### src/rtl/mem_req_arbiter.sv
// mem_req_arbiter: N-channel SRAM-like request arbiter with an in-order ID FIFO.
// Requests from NUM_CH masters are merged onto one SRAM-like bus.
// Each accepted request's channel ID is queued, and each mem_data_ok is routed
// back to the channel at the head of that queue.
// Optional feature: define ARB_RR_EN for round-robin arbitration. The default
// (undefined) is fixed priority, where the lowest channel index wins.
// Request and response paths are combinational (zero-cycle); only the
// arbiter state, lock channel, FIFO and round-robin pointer are registered.

module mem_req_arbiter #(
    parameter int NUM_CH          = 2,
    parameter int ADDR_W          = 32,
    parameter int DATA_W          = 32,
    parameter int MAX_OUTSTANDING = 4
) (
    input  logic                               clk,
    input  logic                               reset,
    input  logic [NUM_CH-1:0]                  ch_req,
    input  logic [NUM_CH-1:0]                  ch_wr,
    input  logic [2*NUM_CH-1:0]                ch_size,
    input  logic [ADDR_W*NUM_CH-1:0]           ch_addr,
    input  logic [DATA_W/8*NUM_CH-1:0]         ch_wstrb,
    input  logic [DATA_W*NUM_CH-1:0]           ch_wdata,
    output logic [NUM_CH-1:0]                  ch_addr_ok,
    output logic [NUM_CH-1:0]                  ch_data_ok,
    output logic [DATA_W-1:0]                  ch_rdata,
    output logic                               mem_req,
    output logic                               mem_wr,
    output logic [1:0]                         mem_size,
    output logic [ADDR_W-1:0]                  mem_addr,
    output logic [DATA_W/8-1:0]                mem_wstrb,
    output logic [DATA_W-1:0]                  mem_wdata,
    input  logic                               mem_addr_ok,
    input  logic                               mem_data_ok,
    input  logic [DATA_W-1:0]                  mem_rdata,
    output logic [$clog2(MAX_OUTSTANDING):0]   outstanding
);

    localparam int CH_W   = $clog2(NUM_CH);
    localparam int PTR_W  = $clog2(MAX_OUTSTANDING);
    localparam int CNT_W  = PTR_W + 1;
    localparam int STRB_W = DATA_W / 8;

    typedef enum logic {
        ST_FREE   = 1'b0,
        ST_LOCKED = 1'b1
    } arb_state_e;

    // Arbiter state: LOCKED keeps a stalled request's fields stable to the slave.
    arb_state_e        state_q, state_d;
    logic [CH_W-1:0]   lock_ch_q, lock_ch_d;

    // In-order ID FIFO.
    logic [CH_W-1:0]   fifo_q [MAX_OUTSTANDING];
    logic [PTR_W-1:0]  rd_ptr_q, rd_ptr_d;
    logic [PTR_W-1:0]  wr_ptr_q, wr_ptr_d;
    logic [CNT_W-1:0]  count_q, count_d;

    // Combinational control.
    logic              arb_found_s;
    logic [CH_W-1:0]   arb_ch_s;
    logic              req_pending_s;
    logic [CH_W-1:0]   grant_s;
    logic              full_s;
    logic              handshake_s;
    logic              pop_s;
    logic [CH_W-1:0]   head_id_s;

`ifdef ARB_RR_EN
    logic [CH_W-1:0]   rr_ptr_q, rr_ptr_d;
    logic [CH_W:0]     rr_idx_s;

    // Round-robin winner: first requester found starting at rr_ptr, wrapping.
    always_comb begin
        arb_found_s = 1'b0;
        arb_ch_s    = '0;
        rr_idx_s    = '0;
        for (int k = 0; k < NUM_CH; k++) begin
            rr_idx_s = {1'b0, rr_ptr_q} + (CH_W+1)'(k);
            rr_idx_s = (rr_idx_s >= (CH_W+1)'(NUM_CH)) ? (rr_idx_s - (CH_W+1)'(NUM_CH)) : rr_idx_s;
            arb_ch_s    = (!arb_found_s && ch_req[rr_idx_s[CH_W-1:0]]) ? rr_idx_s[CH_W-1:0] : arb_ch_s;
            arb_found_s = arb_found_s | ch_req[rr_idx_s[CH_W-1:0]];
        end
    end

    // Next round-robin pointer: the channel after the one just accepted.
    always_comb begin
        rr_ptr_d = rr_ptr_q;
        if (handshake_s) begin
            rr_ptr_d = (grant_s == CH_W'(NUM_CH-1)) ? '0 : (grant_s + CH_W'(1));
        end else begin
            rr_ptr_d = rr_ptr_q;
        end
    end

    // Round-robin pointer register.
    always_ff @(posedge clk) begin
        if (reset) begin
            rr_ptr_q <= '0;
        end else begin
            rr_ptr_q <= rr_ptr_d;
        end
    end
`else
    // Fixed-priority winner: scan high to low so the lowest requesting index wins.
    always_comb begin
        arb_found_s = 1'b0;
        arb_ch_s    = '0;
        for (int k = NUM_CH-1; k >= 0; k--) begin
            arb_ch_s    = ch_req[k] ? CH_W'(k) : arb_ch_s;
            arb_found_s = arb_found_s | ch_req[k];
        end
    end
`endif

    // Grant selection and bus handshake qualification.
    always_comb begin
        full_s    = (count_q == CNT_W'(MAX_OUTSTANDING));
        head_id_s = fifo_q[rd_ptr_q];
        if (state_q == ST_LOCKED) begin
            grant_s       = lock_ch_q;
            req_pending_s = 1'b1;
        end else begin
            grant_s       = arb_ch_s;
            req_pending_s = arb_found_s;
        end
        // Full is judged on the registered count, so a same-cycle pop does not unblock issue.
        mem_req     = req_pending_s & ~full_s & ~reset;
        handshake_s = mem_req & mem_addr_ok;
        // A response with nothing outstanding is a stray and is dropped.
        pop_s       = mem_data_ok & (count_q != '0) & ~reset;
    end

    // Request fields muxed from the granted channel; per-channel strobes.
    always_comb begin
        mem_wr     = ch_wr[grant_s];
        mem_size   = ch_size[int'(grant_s)*2 +: 2];
        mem_addr   = ch_addr[int'(grant_s)*ADDR_W +: ADDR_W];
        mem_wstrb  = ch_wstrb[int'(grant_s)*STRB_W +: STRB_W];
        mem_wdata  = ch_wdata[int'(grant_s)*DATA_W +: DATA_W];
        ch_addr_ok = '0;
        ch_addr_ok[grant_s] = handshake_s;
        ch_data_ok = '0;
        ch_data_ok[head_id_s] = pop_s;
        ch_rdata   = mem_rdata;
        outstanding = count_q;
    end

    // Arbiter next state: lock on a stalled request, release on handshake.
    always_comb begin
        state_d   = state_q;
        lock_ch_d = lock_ch_q;
        case (state_q)
            ST_FREE: begin
                if (mem_req && !mem_addr_ok) begin
                    state_d   = ST_LOCKED;
                    lock_ch_d = grant_s;
                end else begin
                    state_d   = ST_FREE;
                end
            end
            ST_LOCKED: begin
                if (handshake_s) begin
                    state_d = ST_FREE;
                end else begin
                    state_d = ST_LOCKED;
                end
            end
            default: begin
                state_d   = ST_FREE;
                lock_ch_d = '0;
            end
        endcase
    end

    // Arbiter state register.
    always_ff @(posedge clk) begin
        if (reset) begin
            state_q   <= ST_FREE;
            lock_ch_q <= '0;
        end else begin
            state_q   <= state_d;
            lock_ch_q <= lock_ch_d;
        end
    end

    // FIFO pointer and occupancy next state; push and pop together keep the count.
    always_comb begin
        rd_ptr_d = pop_s ? (rd_ptr_q + PTR_W'(1)) : rd_ptr_q;
        wr_ptr_d = handshake_s ? (wr_ptr_q + PTR_W'(1)) : wr_ptr_q;
        case ({handshake_s, pop_s})
            2'b10:   count_d = count_q + CNT_W'(1);
            2'b01:   count_d = count_q - CNT_W'(1);
            default: count_d = count_q;
        endcase
    end

    // FIFO storage, pointers and count; reset discards every outstanding ID.
    always_ff @(posedge clk) begin
        if (reset) begin
            rd_ptr_q <= '0;
            wr_ptr_q <= '0;
            count_q  <= '0;
            for (int i = 0; i < MAX_OUTSTANDING; i++) begin
                fifo_q[i] <= '0;
            end
        end else begin
            rd_ptr_q <= rd_ptr_d;
            wr_ptr_q <= wr_ptr_d;
            count_q  <= count_d;
            if (handshake_s) begin
                fifo_q[wr_ptr_q] <= grant_s;
            end
        end
    end

endmodule

### config.mk
export PLATFORM = sky130hd
export DESIGN_NAME = mem_req_arbiter
export DESIGN_NICKNAME = d
export VERILOG_FILES = /design/src/rtl/mem_req_arbiter.sv
export SDC_FILE = /design/constraint.sdc
export NUM_CORES = 1
export LEC_CHECK = 0
export ABC_AREA = 1
export CORE_AREA = 2 2 113 115
export CTS_BUF_LIST = sky130_fd_sc_hd__clkbuf_4 sky130_fd_sc_hd__clkbuf_8
export CTS_CLUSTER_DIAMETER = 150
export DETAILED_ROUTE_END_ITERATION = 10
export DIE_AREA = 0 0 115 117
export DONT_BUFFER_PORTS = 1
export PLACE_DENSITY = 0.3
export SLEW_MARGIN = 20
export SYNTH_ARGS = -nofsm -noshare
export SYNTH_HDL_FRONTEND = slang
export SYNTH_SLANG_ARGS = --single-unit
### constraint.sdc
create_clock -name clk -period 2.2 [get_ports clk]
set_clock_uncertainty 0.15 [all_clocks]
set_input_delay 0.33 -clock clk [delete_from_list [all_inputs] [get_ports clk]]
set_output_delay 0.33 -clock clk [all_outputs]
set_load 0.1 [all_outputs]
# Word level (Yosys, flattened, before mapping)
# Memory sizes are Yosys's and may differ from the RTL's. A register that Yosys moved wholly into a read port is not among the register bits.
# Cells that the tools add are included.
[totals]
ram_bits = 4
memories = 1
in_bits = 180
output_inout_bits = 111
register_bits = 9
[op_classes]
eq_ne = 3
n_bitwise = 11
addsub = 4
mux = 24
order_cmp = 4
reduce_logical = 8
shift = 4
[memory_table]
columns = ["name", "words", "width", "read_ports", "rd_ports_with_merged_regs", "write_ports", "line_no", "text"]
rows = [
  ["fifo_q", 4, 1, 1, 1, 4, "54", "logic [CH_W-1:0] fifo_q [MAX_OUTSTANDING];"],
]
[op_table]
columns = ["operator", "count"]
rows = [
  ["$shiftx A64 B7 Y32", 2],
  ["$mux W1", 17],
  ["$shiftx A8 B4 Y4", 1],
  ["$mux W2", 3],
  ["$pmux W3 S2", 1],
  ["$and A1 B1 Y1", 5],
  ["$add A2 B1 Y2 const B", 2],
  ["$and A2 B2 Y2", 2],
  ["$lt A1 B2 Y1 const B", 2],
  ["$shiftx A4 B3 Y2", 1],
  ["$add A3 B1 Y3 const B", 1],
  ["$eq A3 B3 Y1 const B", 1],
  ["$logic_and A1 B1 Y1", 3],
  ["$not A1 Y1", 3],
  ["$reduce_bool A3 Y1", 1],
  ["$sub A3 B1 Y3 const B", 1],
  ["$demux W1 S1", 2],
  ["$eq A2 B1 Y1 const B", 1],
  ["$eq A2 B2 Y1 const B", 1],
  ["$ge A1 B1 Y1 const B", 2],
  ["$pmux W1 S2", 1],
  ["$reduce_and A2 Y1", 1],
  ["$reduce_bool A2 Y1", 1],
  ["$logic_not A1 Y1", 1],
  ["2 further kinds", 2],
]

# Depth between registers and ports, before layout
# Gate-level depths: netlist (run 1).
[logic_depth]
depth_word = 10
ltp_mapped = 12
mapped_depth_nobuf = 12

# Worst setup path after synthesis (run 1)
# OpenSTA, ideal clock, no wires.
[synth_timing]
path_type = "reg2out"
start = "reg count_q[0], in the netlist outstanding[0]"
end = "out ch_data_ok[0]"
arrival_time_ns = 2.976
path_buffers = 0
path_stages_with_launch = 7
slack_ns = -1.256
t_required_ns = 1.720
cell_sequence = "dfxtp_1 -> nor2_1 -> nand2_1 -> nand2_1 -> nor2_1 -> inv_1 -> a21oi_1"
[synth_between]
elab_chain_len = 4
[synth_rtl]
columns = ["element", "line_no", "text"]
rows = [
  ["start: declaration", "57", "logic [CNT_W-1:0] count_q, count_d;"],
  ["start signal: assignment", "210", "count_q <= count_d;"],
  ["$reduce_bool A3 Y1", "131", "pop_s = mem_data_ok & (count_q != '0) & ~reset;"],
  ["$and A1 B1 Y1 (2 in a row)", "131", ""],
  ["net pop_s", "66", "logic pop_s;"],
  ["$and A2 B2 Y2 (no line)", "-", ""],
  ["end: declaration", "25", "output logic [NUM_CH-1:0] ch_data_ok,"],
]
# The timed path passes the listed nets, and every way through them passes these cells.

==> summary.txt, run 1 <==
Status
  – Status: finished, final reports clean

Timing
  – Slew headroom: 78.9%
  – Max Slew Vio Count: 0
  – RSZ-0062 raised after global routing: true
  – Final worst slack: 0.111 ns
  – Worst-Margin Slew: 0.316 ns
  – Total Neg Setup Slack: 0 ns
  – Final hold vios: 0
  – F_max: 0.479 GHz
  – Finish-stage setup viols: 0
  – Final worst-path cycle share: 95.0%
  – Hold slack: 0.104 ns
  – Post-layout min period: 2.09 ns

Die
  – Initial Utilization: 15.5%
  – Core Box Area: 12,300 µm²
  – Row cnt: 41
  – Ports: 291
  – Die H: 117 µm
  – Die Area: 13,500 µm²
  – Die width: 115 µm

Critical path
  – Crit path DAT: 1.61 ns
  – Worst setup SP type: flip-flop
  – Cells on worst reg2reg path: 11
  – Max incr delay on CP: 0.32 ns
  – CP max stage cell: dfxtp_1
  – Worst path depth: 7
  – Worst setup path endpoint: mem_wdata[21]
  – CP Max Fanout: 36
  – Worst R2R Start: outstanding[0]$_SDFFE_PP0P_
  – Cell mode on critical path: nand2_1
  – Worst setup path category: reg -> out
  – R2R Path End: outstanding[2]$_SDFFE_PP0P_
  – CP Capture Type: primary output
  – Family with the most delay on the worst path: simple AND/OR/NAND/NOR gates
  – FF-to-FF setup slack: 0.23 ns
  – Required time of the critical path: 1.72 ns
  – CP bufs+invs: 2
  – Critical path cell sequence: nor2_1 -> nand2_1 -> nand2_4 -> buf_12 -> nand2_1 -> nand2_1 -> buf_12

Synthesis
  – Top area cells in the synthesized netlist: nand2_1 48%, buf_4 13%, dfxtp_1 12%
  – Syn_area_per_cell: 5.17 µm²
  – Synthesized flop and latch total: 15
  – Synth unique cells: 17
  – Yosys top cell by area: nand2_1
  – Mapped Area: 1910 µm²
  – Post-synth top area share: 48.2%
  – Mapped Nets: 551
  – Post-Syn Instances: 369
  – Register area share after synthesis: 17.8%
  – Ys Warns: 0

Routing
  – Drt drc: 0
  – Detail-routed net length per standard cell: 18.2 µm
  – Final WL: 10,300 µm
  – Drt via density: 4.32
  – Initial drt markers: 111
  – Post-DRT Antenna Nets: 0
  – Via count: 2,444
  – Drt pass-1 iters: 4

Worst hold path
  – Worst hold path type: in -> reg

GRT
  – Total gr overflow: 0
  – Vias in the first global route: 2,059
  – First-pass GRT wire length: 12,000 µm
  – Largest net degree at the start of global routing: 73
  – GRT Resource Usage Total: 12.1%
  – Initial antenna violation count: 1

Finish
  – Non-filler instance count after layout: 566
  – Share of cells above drive strength 1: 26.0%
  – Synthesis-to-finish area growth: 89.3%
  – Final net count: 598

Place
  – GP Congestion: 0.785
  – DP Wirelength: 8460 µm
  – Cells after DPL: 555
  – Port Buffer Count: 0
  – Setup Slack @ Placement: 0.177 ns

Clocking
  – Clock Latency Late Sink: 0.24 ns
  – Root buf cell: clkbuf_8
  – # H-tree levels: 1
  – Clock-pin slew on the worst setup and hold paths: 0.06 ns
  – Num CTS Buffers: 3
  – CTS tree: done
  – Clock buffer depth: 2
  – # clock sinks: 15

Power and ir drop
  – Power per cell area: 758 nW/µm²
  – Leak: 1.80 nW
  – VDD IR max: 0.000230 V
  – Total power draw: 2.74 mW

Run
  – Max-cap viol count: 0
[how the worst min path moves through the flow]
stage	start	slack, ns	end	cells after the start
after CTS	mem_addr_ok	0.1	wr_ptr_q[1]$_SDFFE_PP0P_	2
after global routing	mem_addr_ok	0.1	wr_ptr_q[1]$_SDFFE_PP0P_	2
final	mem_addr_ok	0.10	wr_ptr_q[1]$_SDFFE_PP0P_	2
after detailed placement	reset	0.25	wr_ptr_q[1]$_SDFFE_PP0P_	1
after global placement	reset	0.26	wr_ptr_q[1]$_SDFFE_PP0P_	1
after floorplan	reset	0.25	wr_ptr_q[1]$_SDFFE_PP0P_	1
[through the flow]
stage | instance area (µm²) | utilization, %
after floorplan | 1950 | -
after global placement | 3400 | 27.6
after detailed placement | 3400 | 27.6
after CTS | 3460 | 28.1
after global routing | 3610 | 29.3
final | 3610 | 29.3
[kinds of logic after synthesis]
group	count (synthesis)	share of synthesized area, %
AND/OR/NAND/NOR	275	55.4
adder cells (fa/ha/maj)	2	1.70
flip-flops	15	17.8
buffers and inverters	63	21.4
AO/OA/AOI/OAI	14	3.67
[power by group]
group | internal [mW] | switching (mW)
combinational | 0.683 | 1.50
clock | 0.140 | 0.0926
sequential | 0.307 | 0.0138
total | 1.13 | 1.61
[Yosys cell counts]
| cell type | number |
|---|---|
| nand4_4 | 1 |
| a21oi_1 | 10 |
| buf_6 | 5 |
| o21ai_0 | 4 |
| ha_1 | 1 |
| nand3_1 | 3 |
| nand2_1 | 245 |
| fa_1 | 1 |
| inv_2 | 1 |
| nand4_1 | 1 |
| inv_1 | 14 |
| buf_2 | 11 |
| buf_4 | 32 |
| nor2_1 | 24 |
| nand2_2 | 1 |
| dfxtp_1 | 11 |
| edfxtp_1 | 4 |
[worst reg2reg max path, cell delays in order (launching register included)]
cell and delay, ns:
dfxtp_4 0.34, nor2_2 0.16, nand2_1 0.13, nand4_4 0.11, ha_1 0.15, inv_1 0.06, fa_1 0.37, a21oi_1 0.14
o21ai_0 0.12, nand2_1 0.07, nand2_1 0.04, nor2_1 0.08
[timing repair]
| item | in CTS | in global routing |
|---|---|---|
| endpoints found under the setup margin | 1 | 72 |
| gates resized for setup | 1 | 13 |
| hold buffers | 1 | 0 |
| buffers inserted | 0 | 1 |
| gates cloned | 0 | 4 |
| pin swaps | 0 | 1 |
| endpoints found under the hold margin | 1 | 0 |
[routing by layer]
metal	global-route usage [%]	vias to the layer above	share of wire, %
met4	3.78	0	1.9
met2	23.7	150	56
met1	13.6	1120	35
li1	-	1166	-
met3	1.49	8	6.8
met5	0	-	0
[layout by cell type (no fill, tap or decap), types with 4 or more instances in the layout]
| master | instances |
|---|---|
| inv_1 | 14 |
| o21ai_0 | 4 |
| nor2_1 | 20 |
| edfxtp_1 | 4 |
| nand2_1 | 241 |
| nand2_2 | 4 |
| a21oi_1 | 9 |
| buf_4 | 6 |
| dfxtp_1 | 8 |
| buf_12 | 78 |
[cell type report]
class                   instances  area (µm²)
multi-input cells             291        1210
fillers                      1318        8700
clock buffers                   4        48.8
diodes                          1        2.50
repair buffers                 90        1750
flip-flops and latches         15         352
well taps                     150         188
inverters                      15        63.8
No activity file was read; power rests on OpenSTA's default activity.
==> run 2, diff against run 1 <==
CAP_MARGIN = 20   (was unset)
==> results of run 2 <==
Final layout, timing and power as in run 1 (identical DEF).
